$ cat src/rtl/ldst_ahb_arbiter.sv
// Two-master AHB-Lite arbiter sharing the data-memory port between ldst0 (older slot) and
// ldst1 (younger slot). Address phases are buffered per slot and issued one at a time in capture order.
module ldst_ahb_arbiter #(
  parameter int ADDR_W = 32,
  parameter int DATA_W = 32
) (
  input  logic              CLK,
  input  logic              RST,
  input  logic [1:0]        m0_HTRANS,
  input  logic [ADDR_W-1:0] m0_HADDR,
  input  logic              m0_HWRITE,
  input  logic [2:0]        m0_HSIZE,
  input  logic [DATA_W-1:0] m0_HWDATA,
  output logic              m0_HREADY,
  output logic              m0_HRESP,
  output logic [DATA_W-1:0] m0_HRDATA,
  input  logic [1:0]        m1_HTRANS,
  input  logic [ADDR_W-1:0] m1_HADDR,
  input  logic              m1_HWRITE,
  input  logic [2:0]        m1_HSIZE,
  input  logic [DATA_W-1:0] m1_HWDATA,
  output logic              m1_HREADY,
  output logic              m1_HRESP,
  output logic [DATA_W-1:0] m1_HRDATA,
  output logic [1:0]        s_HTRANS,
  output logic [ADDR_W-1:0] s_HADDR,
  output logic              s_HWRITE,
  output logic [2:0]        s_HSIZE,
  output logic [DATA_W-1:0] s_HWDATA,
  input  logic              s_HREADY,
  input  logic              s_HRESP,
  input  logic [DATA_W-1:0] s_HRDATA,
  output logic [3:0]        dbg_slot_state
);

  typedef enum logic [1:0] {
    SLOT_IDLE = 2'd0,
    SLOT_PEND = 2'd1,
    SLOT_APH  = 2'd2,
    SLOT_DPH  = 2'd3
  } slot_st_e;

  slot_st_e          st_q    [2];
  slot_st_e          st_d    [2];
  logic [ADDR_W-1:0] baddr_q [2];
  logic [ADDR_W-1:0] baddr_d [2];
  logic              bwrite_q[2];
  logic              bwrite_d[2];
  logic [2:0]        bsize_q [2];
  logic [2:0]        bsize_d [2];
  logic              age_q, age_d;
  logic              trans_q, trans_d;
  logic [ADDR_W-1:0] addr_q, addr_d;
  logic              write_q, write_d;
  logic [2:0]        size_q, size_d;

  logic              in_req  [2];
  logic [ADDR_W-1:0] in_addr [2];
  logic              in_write[2];
  logic [2:0]        in_size [2];
  logic              rdy     [2];
  logic              cap     [2];
  logic              req     [2];
  logic              issue   [2];
  logic              older1;
  logic              sel1;
  logic              unused_trans;

  assign in_req[0]   = m0_HTRANS[1];
  assign in_req[1]   = m1_HTRANS[1];
  assign in_addr[0]  = m0_HADDR;
  assign in_addr[1]  = m1_HADDR;
  assign in_write[0] = m0_HWRITE;
  assign in_write[1] = m1_HWRITE;
  assign in_size[0]  = m0_HSIZE;
  assign in_size[1]  = m1_HSIZE;
  assign unused_trans = m0_HTRANS[0] ^ m1_HTRANS[0];

  // Handshakes: a slot transfer is accepted at a rising edge where mN_HTRANS[1] and mN_HREADY
  // are both high; the slave accepts the registered address phase at an edge where s_HREADY is high.
  always_comb begin
    for (int n = 0; n < 2; n++) begin
      rdy[n] = 1'b0;
      if (st_q[n] == SLOT_IDLE)     rdy[n] = 1'b1;
      else if (st_q[n] == SLOT_DPH) rdy[n] = s_HREADY;
      cap[n] = in_req[n] && rdy[n];
      req[n] = (st_q[n] == SLOT_PEND) || cap[n];
    end
  end

  // A buffered request always beats a fresh capture; two buffered ones are ordered by age_q.
  always_comb begin
    older1   = (st_q[1] == SLOT_PEND) && ((st_q[0] != SLOT_PEND) || age_q);
    sel1     = req[1] && (!req[0] || older1);
    issue[0] = s_HREADY && req[0] && !sel1;
    issue[1] = s_HREADY && sel1;
    for (int n = 0; n < 2; n++) begin
      st_d[n]     = st_q[n];
      baddr_d[n]  = baddr_q[n];
      bwrite_d[n] = bwrite_q[n];
      bsize_d[n]  = bsize_q[n];
      if (cap[n]) begin
        baddr_d[n]  = in_addr[n];
        bwrite_d[n] = in_write[n];
        bsize_d[n]  = in_size[n];
        st_d[n]     = issue[n] ? SLOT_APH : SLOT_PEND;
      end else begin
        case (st_q[n])
          SLOT_PEND: if (issue[n]) st_d[n] = SLOT_APH;
          SLOT_APH:  if (s_HREADY) st_d[n] = SLOT_DPH;
          SLOT_DPH:  if (s_HREADY) st_d[n] = SLOT_IDLE;
          default:   st_d[n] = st_q[n];
        endcase
      end
    end

    age_d = age_q;
    if ((st_d[0] == SLOT_PEND) && (st_d[1] == SLOT_PEND) &&
        !((st_q[0] == SLOT_PEND) && (st_q[1] == SLOT_PEND)))
      age_d = (st_q[1] == SLOT_PEND);

    trans_d = trans_q;
    addr_d  = addr_q;
    write_d = write_q;
    size_d  = size_q;
    if (s_HREADY) begin
      trans_d = issue[0] || issue[1];
      if (trans_d) begin
        addr_d  = cap[sel1] ? in_addr[sel1]  : baddr_q[sel1];
        write_d = cap[sel1] ? in_write[sel1] : bwrite_q[sel1];
        size_d  = cap[sel1] ? in_size[sel1]  : bsize_q[sel1];
      end
    end
  end

  always_ff @(posedge CLK or negedge RST) begin
    if (!RST) begin
      for (int n = 0; n < 2; n++) begin
        st_q[n]     <= SLOT_IDLE;
        baddr_q[n]  <= '0;
        bwrite_q[n] <= 1'b0;
        bsize_q[n]  <= 3'd0;
      end
      age_q   <= 1'b0;
      trans_q <= 1'b0;
      addr_q  <= '0;
      write_q <= 1'b0;
      size_q  <= 3'd0;
    end else begin
      for (int n = 0; n < 2; n++) begin
        st_q[n]     <= st_d[n];
        baddr_q[n]  <= baddr_d[n];
        bwrite_q[n] <= bwrite_d[n];
        bsize_q[n]  <= bsize_d[n];
      end
      age_q   <= age_d;
      trans_q <= trans_d;
      addr_q  <= addr_d;
      write_q <= write_d;
      size_q  <= size_d;
    end
  end

  assign m0_HREADY = rdy[0];
  assign m1_HREADY = rdy[1];
  assign m0_HRESP  = (st_q[0] == SLOT_DPH) && s_HRESP;
  assign m1_HRESP  = (st_q[1] == SLOT_DPH) && s_HRESP;
  assign m0_HRDATA = s_HRDATA;
  assign m1_HRDATA = s_HRDATA;
  assign s_HTRANS  = trans_q ? 2'h2 : 2'h0;
  assign s_HADDR   = addr_q;
  assign s_HWRITE  = write_q;
  assign s_HSIZE   = size_q;
  assign s_HWDATA  = (st_q[0] == SLOT_DPH) ? m0_HWDATA :
                     (st_q[1] == SLOT_DPH) ? m1_HWDATA : '0;
  assign dbg_slot_state = {st_q[1], st_q[0]};

endmodule

$ cat config.mk
export PLATFORM = sky130hd
export DESIGN_NAME = ldst_ahb_arbiter
export DESIGN_NICKNAME = d
export VERILOG_FILES = /design/src/rtl/ldst_ahb_arbiter.sv
export SDC_FILE = /design/constraint.sdc
export NUM_CORES = 1
export LEC_CHECK = 0
export ABC_AREA = 0
export ABC_CLOCK_PERIOD_IN_PS = 2100
export CORE_ASPECT_RATIO = 1.5
export CORE_MARGIN = 1.5
export CORE_UTILIZATION = 42
export DETAILED_ROUTE_END_ITERATION = 10
export GPL_TIMING_DRIVEN = 0
export PLACE_DENSITY = 0.82
export RECOVER_POWER = 25
export SLEW_MARGIN = 15
export SYNTH_ARGS = -nofsm -noshare
export SYNTH_HDL_FRONTEND = slang
export SYNTH_SLANG_ARGS = --single-unit
$ cat constraint.sdc
create_clock -name CLK -period 2.1 [get_ports CLK]
set_input_delay 0.42 -clock CLK [delete_from_list [all_inputs] [get_ports CLK]]
set_output_delay 0.42 -clock CLK [all_outputs]
set_load 0.05 [all_outputs]
-- Word level (Yosys, flattened, before mapping)
Cells that the tools add are included.
- reduce and logical (&&, ||, !) cells: 23
- bitwise operators: 1
- muxes and demuxes: 43
- order comparisons: 1
- eq/ne operators: 9
- operators with widths (kind ; number):
    2-to-1 mux 32 bit ; 9
    2-to-1 mux 2 bit ; 11
    2-to-1 mux 3 bit ; 7
    2-to-1 mux 1 bit ; 14
    logical AND 1 bit ; 12
    case mux 2 bit (3 select lines) ; 2
    == test 2 x 1 -> 1 bit (second input constant) ; 4
    == test 2 bit (second input constant) ; 4
    logical OR 1 bit ; 5
    logical NOT 2 bit ; 2
    logical NOT 1 bit ; 3
    greater-or-equal comparator 2 bit (second input constant) ; 1
    inequality test 2 x 1 -> 1 bit (second input constant) ; 1
    NOT 1 -> 2 bit ; 1
    AND reduction 2 bit ; 1
- register bits after elaboration: 114
- word-level logic and storage cells: 90

-- Depth between registers and ports, before layout
Gate-level depths: netlist of the first run.
- depth in word-level cells: 16
- mapped depth: 9

-- Worst setup path after synthesis of the first run
No wires, ideal clock.
- kind: flip-flop to output port
- start: reg st_q, in the netlist dbg_slot_state[1]
- end: out s_HWDATA[10]
- cell stages (with the launch flop): 7
- data arrival time: 2.053 ns
- setup slack: -0.373 ns
- buffers on the path: 3
- cells stage by stage: dfrtp_1 -> buf_2 -> and2_1 -> clkbuf_1 -> nor2_1 -> clkbuf_1 -> a22o_1
- cells in the longest elaborated chain, start to end: 2
- ends and longest elaborated chain (item ; RTL line ; text):
    from (decl) ; 43 ; slot_st_e st_q [2];
    from (signal, indexed assignment) ; 151 ; st_q[n] <= st_d[n];
    == test 2 bit ; 174 ; assign s_HWDATA = (st_q[0] == SLOT_DPH) ? m0_HWDATA :
    2-to-1 mux 32 bit ; 174 ;
    to (decl) ; 29 ; output logic [DATA_W-1:0] s_HWDATA,
Every way passes these cells.

-- Worst setup path after layout of the first run
- start: reg st_q, in the netlist dbg_slot_state[1]
- end: reg addr_q[2] (netlist: s_HADDR[2])
- cells in the longest elaborated chain, start to end: 13
- elaborated cells on any way between the ends: 30
- classes of those cells: eq/ne (3); mux (12); bitwise (1); reduce/logical (14)
- ends and longest elaborated chain (item ; RTL line ; text):
    == test 2 bit ; 85 ; else if (st_q[n] == SLOT_DPH) rdy[n] = s_HREADY;
    2-to-1 mux 1 bit ; 85 ;
    2-to-1 mux 1 bit ; 84 ; if (st_q[n] == SLOT_IDLE) rdy[n] = 1'b1;
    logical AND 1 bit ; 86 ; cap[n] = in_req[n] && rdy[n];
    logical OR 1 bit ; 87 ; req[n] = (st_q[n] == SLOT_PEND) || cap[n];
    logical NOT 1 bit ; 94 ; sel1 = req[1] && (!req[0] || older1);
    logical OR 1 bit ; 94 ;
    logical AND 1 bit ; 94 ;
    NOT 1 -> 2 bit (implied by the code) ; 129 ; addr_d = cap[sel1] ? in_addr[sel1] : baddr_q[sel1];
    2-to-1 mux 32 bit (implied by the code) or 2-to-1 mux 1 bit (tied branches) (3 in a row) ; 129 ;
    2-to-1 mux 32 bit ; 129 ;
    to (signal assigned) ; 158 ; addr_q <= addr_d;
    to (decl) ; 53 ; logic [ADDR_W-1:0] addr_q, addr_d;
Parallel ways exist; a longest one is shown, timed or not. The select of a mux whose other input is x is not followed.
A chain may end at the register's enable or synchronous reset.

==> impl_metrics.env, run 1 <==
export IMPL_p_int_uw=11800
export IMPL_critPathArrivalTime_ps=2610
export IMPL_grt_pass1_wl_mm=41.8
export IMPL_routedWlPerCell_um=25.1
export IMPL_netSwitchingPower_uw=9850
export IMPL_core_rowCount=56
export IMPL_die_h_um=157
export IMPL_grt_pass1_vias=7015
export IMPL_via_per_inst=6.11
export IMPL_first_iter_violations=856
export IMPL_share_comb_of_total_power_pct=67.3
export IMPL_worstPathMaxFanout=7
export IMPL_p_sw_share_pct=45.5
export IMPL_drv_cap=0
export IMPL_routed_wl_mm=31.4
export IMPL_finalCritPeriodShare_pct=110
export IMPL_cts_tree="done"
export IMPL_route_met3_wl_mm=4.53
export IMPL_grt_use_total_pct=34.0
export IMPL_dpl_hpwl_mm=20.4
export IMPL_syn_num_nets=865
export IMPL_clock_skew_ps=14.2
export IMPL_grt_overflow_total=0
export IMPL_post_route_drc_count=0
export IMPL_fin_cells=1251
export IMPL_ys_types=43
export IMPL_setup_violations=69
export IMPL_cellPowerDensity_nw_per_um2=1840
export IMPL_cts_buffers_inserted=17
export IMPL_cts_sinks=114
export IMPL_relSlewSlack_pct=29.1
export IMPL_finalHoldViolations=0
export IMPL_detail_route_antenna_nets=0
export IMPL_seq_power_share_pct=17.5
export IMPL_rsz0062_at_grt="yes"
export IMPL_num_vias=7640
export IMPL_design_area_um2=11700
export IMPL_pre_cts_slack_ps=-1240
export IMPL_fmax_mhz=433
export IMPL_met1_length_mm=9.89
export IMPL_place_area_um2=9790
export IMPL_areaGrowthSynthToFinish_pct=76.6
export IMPL_gp_congestion=0.895
export IMPL_drv_slew=0
export IMPL_syn_inst=689
export IMPL_antenna_found_initial=0
export IMPL_ys_top_cells_by_count="114 x dfrtp_1, 69 x buf_4, 43 x nor2_1"
export IMPL_yosysMostFrequentCell="dfrtp_1"
export IMPL_worstSetupEndpointType="flop"
export IMPL_post_place_cells=1172
export IMPL_drive_gt1_share_pct=34.7
export IMPL_start_util_pct=42.7
export IMPL_synth_edf_count=0
export IMPL_p_clk_share_pct=15.2
export IMPL_ios=318
export IMPL_yosys_area_top_type="dfrtp_1"
export IMPL_yosysWarnings=0
export IMPL_yosys_top_cells_area="dfrtp_1 43%, buf_4 7.8%, o221a_2 6.1%, a221o_1 5.0%, a22o_1 4.3%"
export IMPL_finalWorstSetupSlack_ps=-208
export IMPL_synth_seq_area_share_pct=42.9
export IMPL_r2r_cells=8
export IMPL_dr_wl_met2_mm=15.5
export IMPL_ys_flop_type="dfrtp_1"
export IMPL_peakVddDrop_mv=1.01
export IMPL_die_area_um2=16600
export IMPL_worstSetupPathType="reg -> reg"
export IMPL_die_w_um=106
export IMPL_ys_async_sr_fraction_pct=100
export IMPL_grt_max_degree=75
export IMPL_synthesis_area_um2=6650
export IMPL_period_needed_ps=2310
export IMPL_leakage_uw=0.00530
export IMPL_failed_checks="negative setup slack"
export IMPL_yosysTopAreaCellShare_pct=42.9
export IMPL_status="finished with violations"
export IMPL_final_nets=1211
export IMPL_clk_pin_slew_ps=70
export IMPL_syn_avg_cell_area_um2=9.65
export IMPL_worst_pin_slew_ps=1060
export IMPL_ctsLongestPathBuffers=2
export IMPL_cp_start_kind="flop"
export IMPL_worstHoldPathType="in -> reg"
export IMPL_core_area_um2=15600
export IMPL_htreeDepth=4
export IMPL_top_layer_used="met4"
export IMPL_root_buffer="clkbuf_16"
export IMPL_antennaDiodeCount=0
export IMPL_holdPathStages=2
export IMPL_required_ps=2400
export IMPL_io_buffers=279
export IMPL_insertion_delay_ps=430
export IMPL_ys_ff_latch=114
export IMPL_drt_pass1_iter_count=7
## worst max-delay path, cell delays in order (launching register included)
cell and delay [ps]:
dfrtp_2 410, buf_6 140, buf_4 140, nor3b_4 370, a2bb2oi_4 290, o21ai_4 160, buf_4 170, a221o_1 370
o221a_2 150
## flip-flops by register name, indices dropped and copies added (netlist names)
name / flops
baddr_q: 64
age_q: 1
dbg_slot_state: 4
bwrite_q: 2
bsize_q: 6
trans_q: 1
s_HADDR: 32
s_HSIZE: 3
s_HWRITE: 1
## through the flow
stage                     total power [µW]  setup TNS, ps  hold slack [ps]  utilization (%)
after global placement               14700        -460820              488             62.7
final                                21700         -10180              489             75.5
after global routing                 22300         -12190              484             75.5
after floorplan                      11400          -3750              124                -
after detailed placement             14900         -41660              358             62.9
after CTS                            20000          -5310              465             72.3
## logic make-up (layout without fill, tap and decap cells)
kind of cell,Yosys count,count (layout),synth area share (%)
AOI/OAI and AO/OA,267,269,32.2
buffers and inverters,168,525,14.5
and+or+nand+nor,134,134,9.56
DFF,114,114,42.9
muxes,4,4,0.678
other,1,1,0.0564
xor gates and xnor gates,1,1,0.132
## cell type report
| class | instances | area [µm²] |
|---|---|---|
| timing repair buffer | 327 | 3560 |
| sequential | 114 | 2860 |
| clock buffer | 20 | 457 |
| clock inverter | 12 | 205 |
| multi-input combinational | 409 | 3270 |
| inverter | 39 | 149 |
| tap | 203 | 254 |
| buffer | 127 | 977 |
| fill | 992 | 3820 |
## cell usage in the layout (no fill, tap or decap), drive strengths merged, types with 4 or more instances in the layout
cell	n
a22o	33
mux2	4
o221a	36
buf	178
o21ai	41
and2	35
a221o	33
clkinvlp	5
nor2	44
clkbuf	51
a211o	4
a2bb2oi	4
dlymetal6s2s	12
o22ai	36
a21oi	38
a31o	33
dfrtp	114
bufinv	5
clkdlybuf4s50	229
nand2	43
inv	39
## power by group through the flow
stage / Clock [µW] / Combinational [µW] / Sequential (µW)
6_report: 3290 / 14600 / 3790
5_1_grt: 3360 / 15100 / 3860
4_1_cts: 3230 / 13000 / 3720
3_5_place_dp: 0 / 11200 / 3740
3_3_place_gp: 0 / 11000 / 3710
2_1_floorplan: 0 / 6610 / 4830
## final timing paths
path	slack, ps	to	start
setup / recovery	-210	s_HADDR[2]	dbg_slot_state[1]
hold / removal	490	baddr_q[33]	m0_HTRANS[1]
setup reg to reg	-210	s_HADDR[2]	dbg_slot_state[1]
hold reg to reg	520	bsize_q[5]	bsize_q[5]
max in group asynchronous	280	baddr_q[11]	RST
min in group asynchronous	730	s_HADDR[0]	RST
## per-layer routing
layer,vias to the layer above,global-route usage (%)
met5,-,0
met4,0,11.3
met3,138,15.7
met2,655,59.1
met1,3687,36.5
li1,3160,-
## repair_timing
item	CTS	global route
hold buffers	1	0
endpoints found under the setup margin	74	83
pin swaps	7	46
gates resized for setup	358	98
gates cloned	3	9
endpoints found under the hold margin	40	0
buffers inserted	21	16
(Power assumes the default switching activity.)
==> inputs of run 2 (changes only) <==
Settings changed: ABC_CLOCK_PERIOD_IN_PS 2100 to 1980, CORE_UTILIZATION 42 to 38, GPL_TIMING_DRIVEN 0 to 1, PLACE_DENSITY 0.82 to 0.78.
Clock period 2.1 ns to 1.98 ns, I/O delays scaled along.
==> impl_metrics.env, run 2 (synthesis gave the netlist of run 1 again) <==
export IMPL_status="finished with violations"
export IMPL_failed_checks="negative setup slack"
export IMPL_root_buffer="clkbuf_16"
export IMPL_relSlewSlack_pct=38.2
export IMPL_routedWlPerCell_um=24.1
export IMPL_design_area_um2=10500
export IMPL_routed_wl_mm=26.8
export IMPL_final_common_cell="clkdlybuf4s50_1"
export IMPL_insertion_delay_ps=420
export IMPL_total_power_uw=21300
export IMPL_drv_cap=0
export IMPL_worstSetupEndpointType="primary output"
export IMPL_grt_pass1_wl_mm=38.9
export IMPL_place_area_um2=9540
export IMPL_io_buffers=218
export IMPL_setup_violations=71
export IMPL_worstPathMaxFanout=5
export IMPL_htreeDepth=4
export IMPL_finalCritPeriodShare_pct=108
export IMPL_start_util_pct=38.5
export IMPL_core_rowCount=59
export IMPL_most_common_layout_cells="137 x clkdlybuf4s50_1, 110 x dfrtp_1, 60 x buf_4"
export IMPL_fmax_mhz=470
export IMPL_worstSetupPathType="reg -> out"
export IMPL_post_route_drc_count=0
export IMPL_areaGrowthSynthToFinish_pct=58.0
export IMPL_die_h_um=165
export IMPL_ctsLongestPathBuffers=2
export IMPL_cts_buffers_inserted=17
export IMPL_cp_start_kind="flop"
export IMPL_cts_sinks=114
export IMPL_first_iter_violations=602
export IMPL_grt_overflow_total=0
export IMPL_clock_skew_ps=8.38
export IMPL_detail_route_antenna_nets=0
export IMPL_drt_pass1_iter_count=6
export IMPL_die_w_um=111
export IMPL_period_needed_ps=2130
export IMPL_rsz0062_at_grt="yes"
export IMPL_worstHoldPathType="in -> reg"
export IMPL_cellPowerDensity_nw_per_um2=2020
export IMPL_grt_use_total_pct=28.5
export IMPL_critPathArrivalTime_ps=1730
export IMPL_core_area_um2=17300
export IMPL_drive_gt1_share_pct=33.1
export IMPL_grt_max_degree=45
export IMPL_worst_pin_slew_ps=928
export IMPL_leakage_uw=0.00467
export IMPL_required_ps=1580
export IMPL_finalHoldViolations=0
export IMPL_antenna_found_initial=1
export IMPL_die_area_um2=18300
export IMPL_registers_top_by_ff_count="baddr_q"
export IMPL_largest_reg_flops=64
export IMPL_via_per_inst=5.79
export IMPL_dpl_hpwl_mm=19.1
export IMPL_final_nets=1059
export IMPL_num_vias=6432
export IMPL_finalWorstSetupSlack_ps=-149
export IMPL_gp_congestion=0.886
export IMPL_grt_pass1_vias=6366
export IMPL_peakVddDrop_mv=1.21
export IMPL_cts_tree="done"
export IMPL_ios=318
export IMPL_clk_pin_slew_ps=60
export IMPL_drv_slew=0
==> run 2: timing repair <==
item,4_1_cts,5_1_grt
endpoints found under the setup margin,90,72
hold buffers,1,0
buffers inserted,21,6
gates resized for setup,60,12
cloned,3,2
pin swaps,8,8
endpoints found under the hold margin,29,0
==> run 2: layout make-up <==
type	instances	area, µm²
fillers	1378	6780
repair buffers	304	3440
multi-input cells	407	3220
flip-flops and latches	114	2860
clock buffers	20	457
well taps	213	267
inverters	39	149
clock inverters	12	108
diodes	1	2.50
==> run 2: metrics by stage <==
| step | util, % | TNS, ps | hold WS, ps | cells | setup slack, ps |
|---|---|---|---|---|---|
| after floorplan | - | -665 | 100 | 689 | -24.6 |
| after global placement | 55.2 | -14140 | 373 | 1048 | -327 |
| after detailed placement | 55.2 | -16340 | 382 | 1048 | -363 |
| after CTS | 60.3 | -7570 | 454 | 1104 | -175 |
| after global routing | 60.8 | -9430 | 507 | 1109 | -197 |
| final | 60.8 | -6090 | 499 | 1110 | -149 |
==> run 2: per-layer routing <==
metal	global-route usage, %	up-vias	routed length, µm
met5	0	-	0
met4	10.8	0	920
met2	49.3	405	13400
li1	-	2856	-
met3	13.4	74	3560
met1	30.3	3097	8920
==> run 2: power by group <==
part	switching (µW)	internal, µW	total (µW)
clock network	1140	1790	2930
registers	610	3380	3990
logic	7690	6650	14300
total	9440	11800	21300
==> run 2: worst paths after layout <==
kind / startpoint / endpoint / slack [ps] / cells past startpoint
worst max-delay path: dbg_slot_state[3] / s_HWDATA[29] / -150 / 7
worst min-delay path: m1_HTRANS[1] / dbg_slot_state[3] / 500 / 3
worst max register to register: dbg_slot_state[0] / s_HADDR[21] / -110 / 7
worst min register to register: baddr_q[63] / baddr_q[63] / 510 / 1
max in group asynchronous: RST / dbg_slot_state[2] / 540 / 3
min in group asynchronous: RST / s_HADDR[6] / 660 / 2
==> run 2: critical path, stage by stage (launching register included) <==
cell and delay [ps]:
dfrtp_2 420, buf_6 140, nand2_4 60, nor2_4 50
buf_6 130, buf_16 130, a22o_4 220, buf_12 150
==> inputs of run 3 (changes only) <==
Settings changed: ABC_CLOCK_PERIOD_IN_PS 1980 to 1700.
Clock period 1.98 ns to 1.7 ns, I/O delays scaled along.
==> impl_metrics.env, run 3 (synthesis gave the netlist of run 1 again) <==
export IMPL_worstHoldPathType="in -> reg"
export IMPL_holdWs_ps=353
export IMPL_gp_congestion=0.888
export IMPL_clock_skew_ps=8.27
export IMPL_fmax_mhz=439
export IMPL_slowest_delay_ps=420
export IMPL_timing_rr_start="dbg_slot_state[1]"
export IMPL_cts_buffers_inserted=17
export IMPL_cp_start_kind="flop"
export IMPL_insertion_delay_ps=430
export IMPL_startpoint="dbg_slot_state[1]"
export IMPL_io_buffers=218
export IMPL_dpl_hpwl_mm=20.1
export IMPL_registers_top_by_ff_count="baddr_q"
export IMPL_finalWorstSetupSlack_ps=-577
export IMPL_grt_max_degree=37
export IMPL_die_area_um2=18300
export IMPL_pre_cts_slack_ps=-631
export IMPL_detail_route_antenna_nets=0
export IMPL_largest_reg_flops=64
export IMPL_grt_use_total_pct=33.4
export IMPL_via_per_inst=6.77
export IMPL_worstPathMaxFanout=6
export IMPL_rsz0062_at_grt="yes"
export IMPL_drv_cap=0
export IMPL_critPathArrivalTime_ps=2640
export IMPL_post_route_drc_count=0
export IMPL_worstSetupPathType="reg -> reg"
export IMPL_setup_violations=150
export IMPL_cts_sinks=114
export IMPL_clk_pin_slew_ps=60
export IMPL_peakVddDrop_mv=1.89
export IMPL_die_h_um=165
export IMPL_status="finished with violations"
export IMPL_routed_wl_mm=40.1
export IMPL_most_common_layout_cells="137 x clkdlybuf4s50_1, 110 x dfrtp_1, 74 x buf_4"
export IMPL_start_util_pct=38.5
export IMPL_final_nets=1118
export IMPL_finalCritPeriodShare_pct=134
export IMPL_cp_slowest_cell="dfrtp_2"
export IMPL_htreeDepth=4
export IMPL_grt_pass1_wl_mm=45.1
export IMPL_failed_checks="negative setup slack"
export IMPL_die_w_um=111
export IMPL_ctsLongestPathBuffers=2
export IMPL_relSlewSlack_pct=61.6
export IMPL_worstSetupEndpointType="flop"
export IMPL_grt_overflow_total=0
export IMPL_fillers=940
export IMPL_required_ps=2060
export IMPL_first_iter_violations=1065
export IMPL_core_rowCount=59
export IMPL_crit_path_cell_trace="buf_6 -> nor3b_4 -> a2bb2oi_4 -> buf_12 -> buf_16 -> nor2_4 -> nand2_4 -> buf_6 -> buf_12 -> o221a_2"
export IMPL_finalHoldViolations=0
export IMPL_areaGrowthSynthToFinish_pct=94.1
export IMPL_grt_pass1_vias=7145
export IMPL_tns_ps=-43420
export IMPL_num_vias=7954
export IMPL_cts_tree="done"
export IMPL_routedWlPerCell_um=34.1
export IMPL_core_area_um2=17300
export IMPL_period_needed_ps=2280
export IMPL_antenna_found_initial=9
export IMPL_cellPowerDensity_nw_per_um2=2600
export IMPL_worst_pin_slew_ps=575
export IMPL_root_buffer="clkbuf_16"
export IMPL_drt_pass1_iter_count=6
export IMPL_drv_slew=0
export IMPL_hold_start="m1_HTRANS[1]"
export IMPL_total_power_uw=33500
export IMPL_final_common_cell="clkdlybuf4s50_1"
export IMPL_drive_gt1_share_pct=55.2
export IMPL_leakage_uw=0.00562
export IMPL_ios=318
-- run 3: changes by cell type in the layout (fill, tap and decap cells not counted), sizes merged --
cell	change
clkbuf	+12
dlygate4sd2	-30
clkinv	+1
inv	-2
clkinvlp	-5
bufinv	+4
bufbuf	+1
buf	+79
diode	+6
dlymetal6s2s	-1
-- run 3: path summary, 6_finish.rpt --
check / endpoint / slack [ps] / cells after the start
worst max-delay path: s_HADDR[12] / -580 / 10
worst min-delay path: dbg_slot_state[2] / 350 / 3
worst max register to register: s_HADDR[12] / -580 / 10
worst min register to register: bwrite_q[1] / 550 / 1
max in group asynchronous: s_HSIZE[1] / 640 / 3
min in group asynchronous: baddr_q[11] / 450 / 2
-- run 3: layout make-up --
cell class / instances / area (µm²) / area share, %
inverter: 39 / 149 / 1.15
multi-input combinational: 407 / 4350 / 33.7
timing repair buffer: 363 / 4600 / 35.6
tap: 213 / 267 / 2.07
clock buffer: 22 / 484 / 3.75
clock inverter: 10 / 178 / 1.38
antenna: 7 / 17.5 / 0.136
sequential: 114 / 2860 / 22.1
-- run 3: per-layer routing --
| layer | share of wire [%] | wire length [µm] | GRT usage (%) | vias to the layer above |
|---|---|---|---|---|
| li1 | - | - | - | 3006 |
| met1 | 29 | 11600 | 33.1 | 3703 |
| met4 | 9.9 | 3980 | 21.2 | 4 |
| met5 | 0.067 | 27 | 0 | - |
| met2 | 45 | 18100 | 55.3 | 903 |
| met3 | 16 | 6430 | 17.5 | 338 |
-- run 3: what timing repair did --
action                                  CTS  global route
endpoints found under the setup margin   72           145
hold endpoints to repair                 31             0
gates resized for setup                  84           297
setup buffers                            27            29
cloned                                   13            13
hold buffers                              1             0
pin swaps                                15           134
-- run 3: metrics by stage --
step                      std cells  util [%]  cell area [µm²]
after CTS                      1134      64.8            11200
after global placement         1062      56.0             9670
after detailed placement       1062      56.0             9670
final                          1175      74.7            12900
after floorplan                 689         -             7070
after global routing           1172      74.7            12900
-- run 3: worst max-delay path, delay by kind of cell (launching register included) --
family | cells | cell delay (ps)
AO/OA/AOI/OAI | 2 | 530
buffers and inverters | 5 | 780
flip-flops | 1 | 420
AND/OR/NAND/NOR | 3 | 470
-- run 3: power breakdown --
group / internal [µW] / switching (µW) / leakage [µW]
registers: 3940 / 1090 / 0.00143
logic: 12000 / 12400 / 0.00386
clock network: 2750 / 1400 / 0.000326
total: 18600 / 14900 / 0.00562
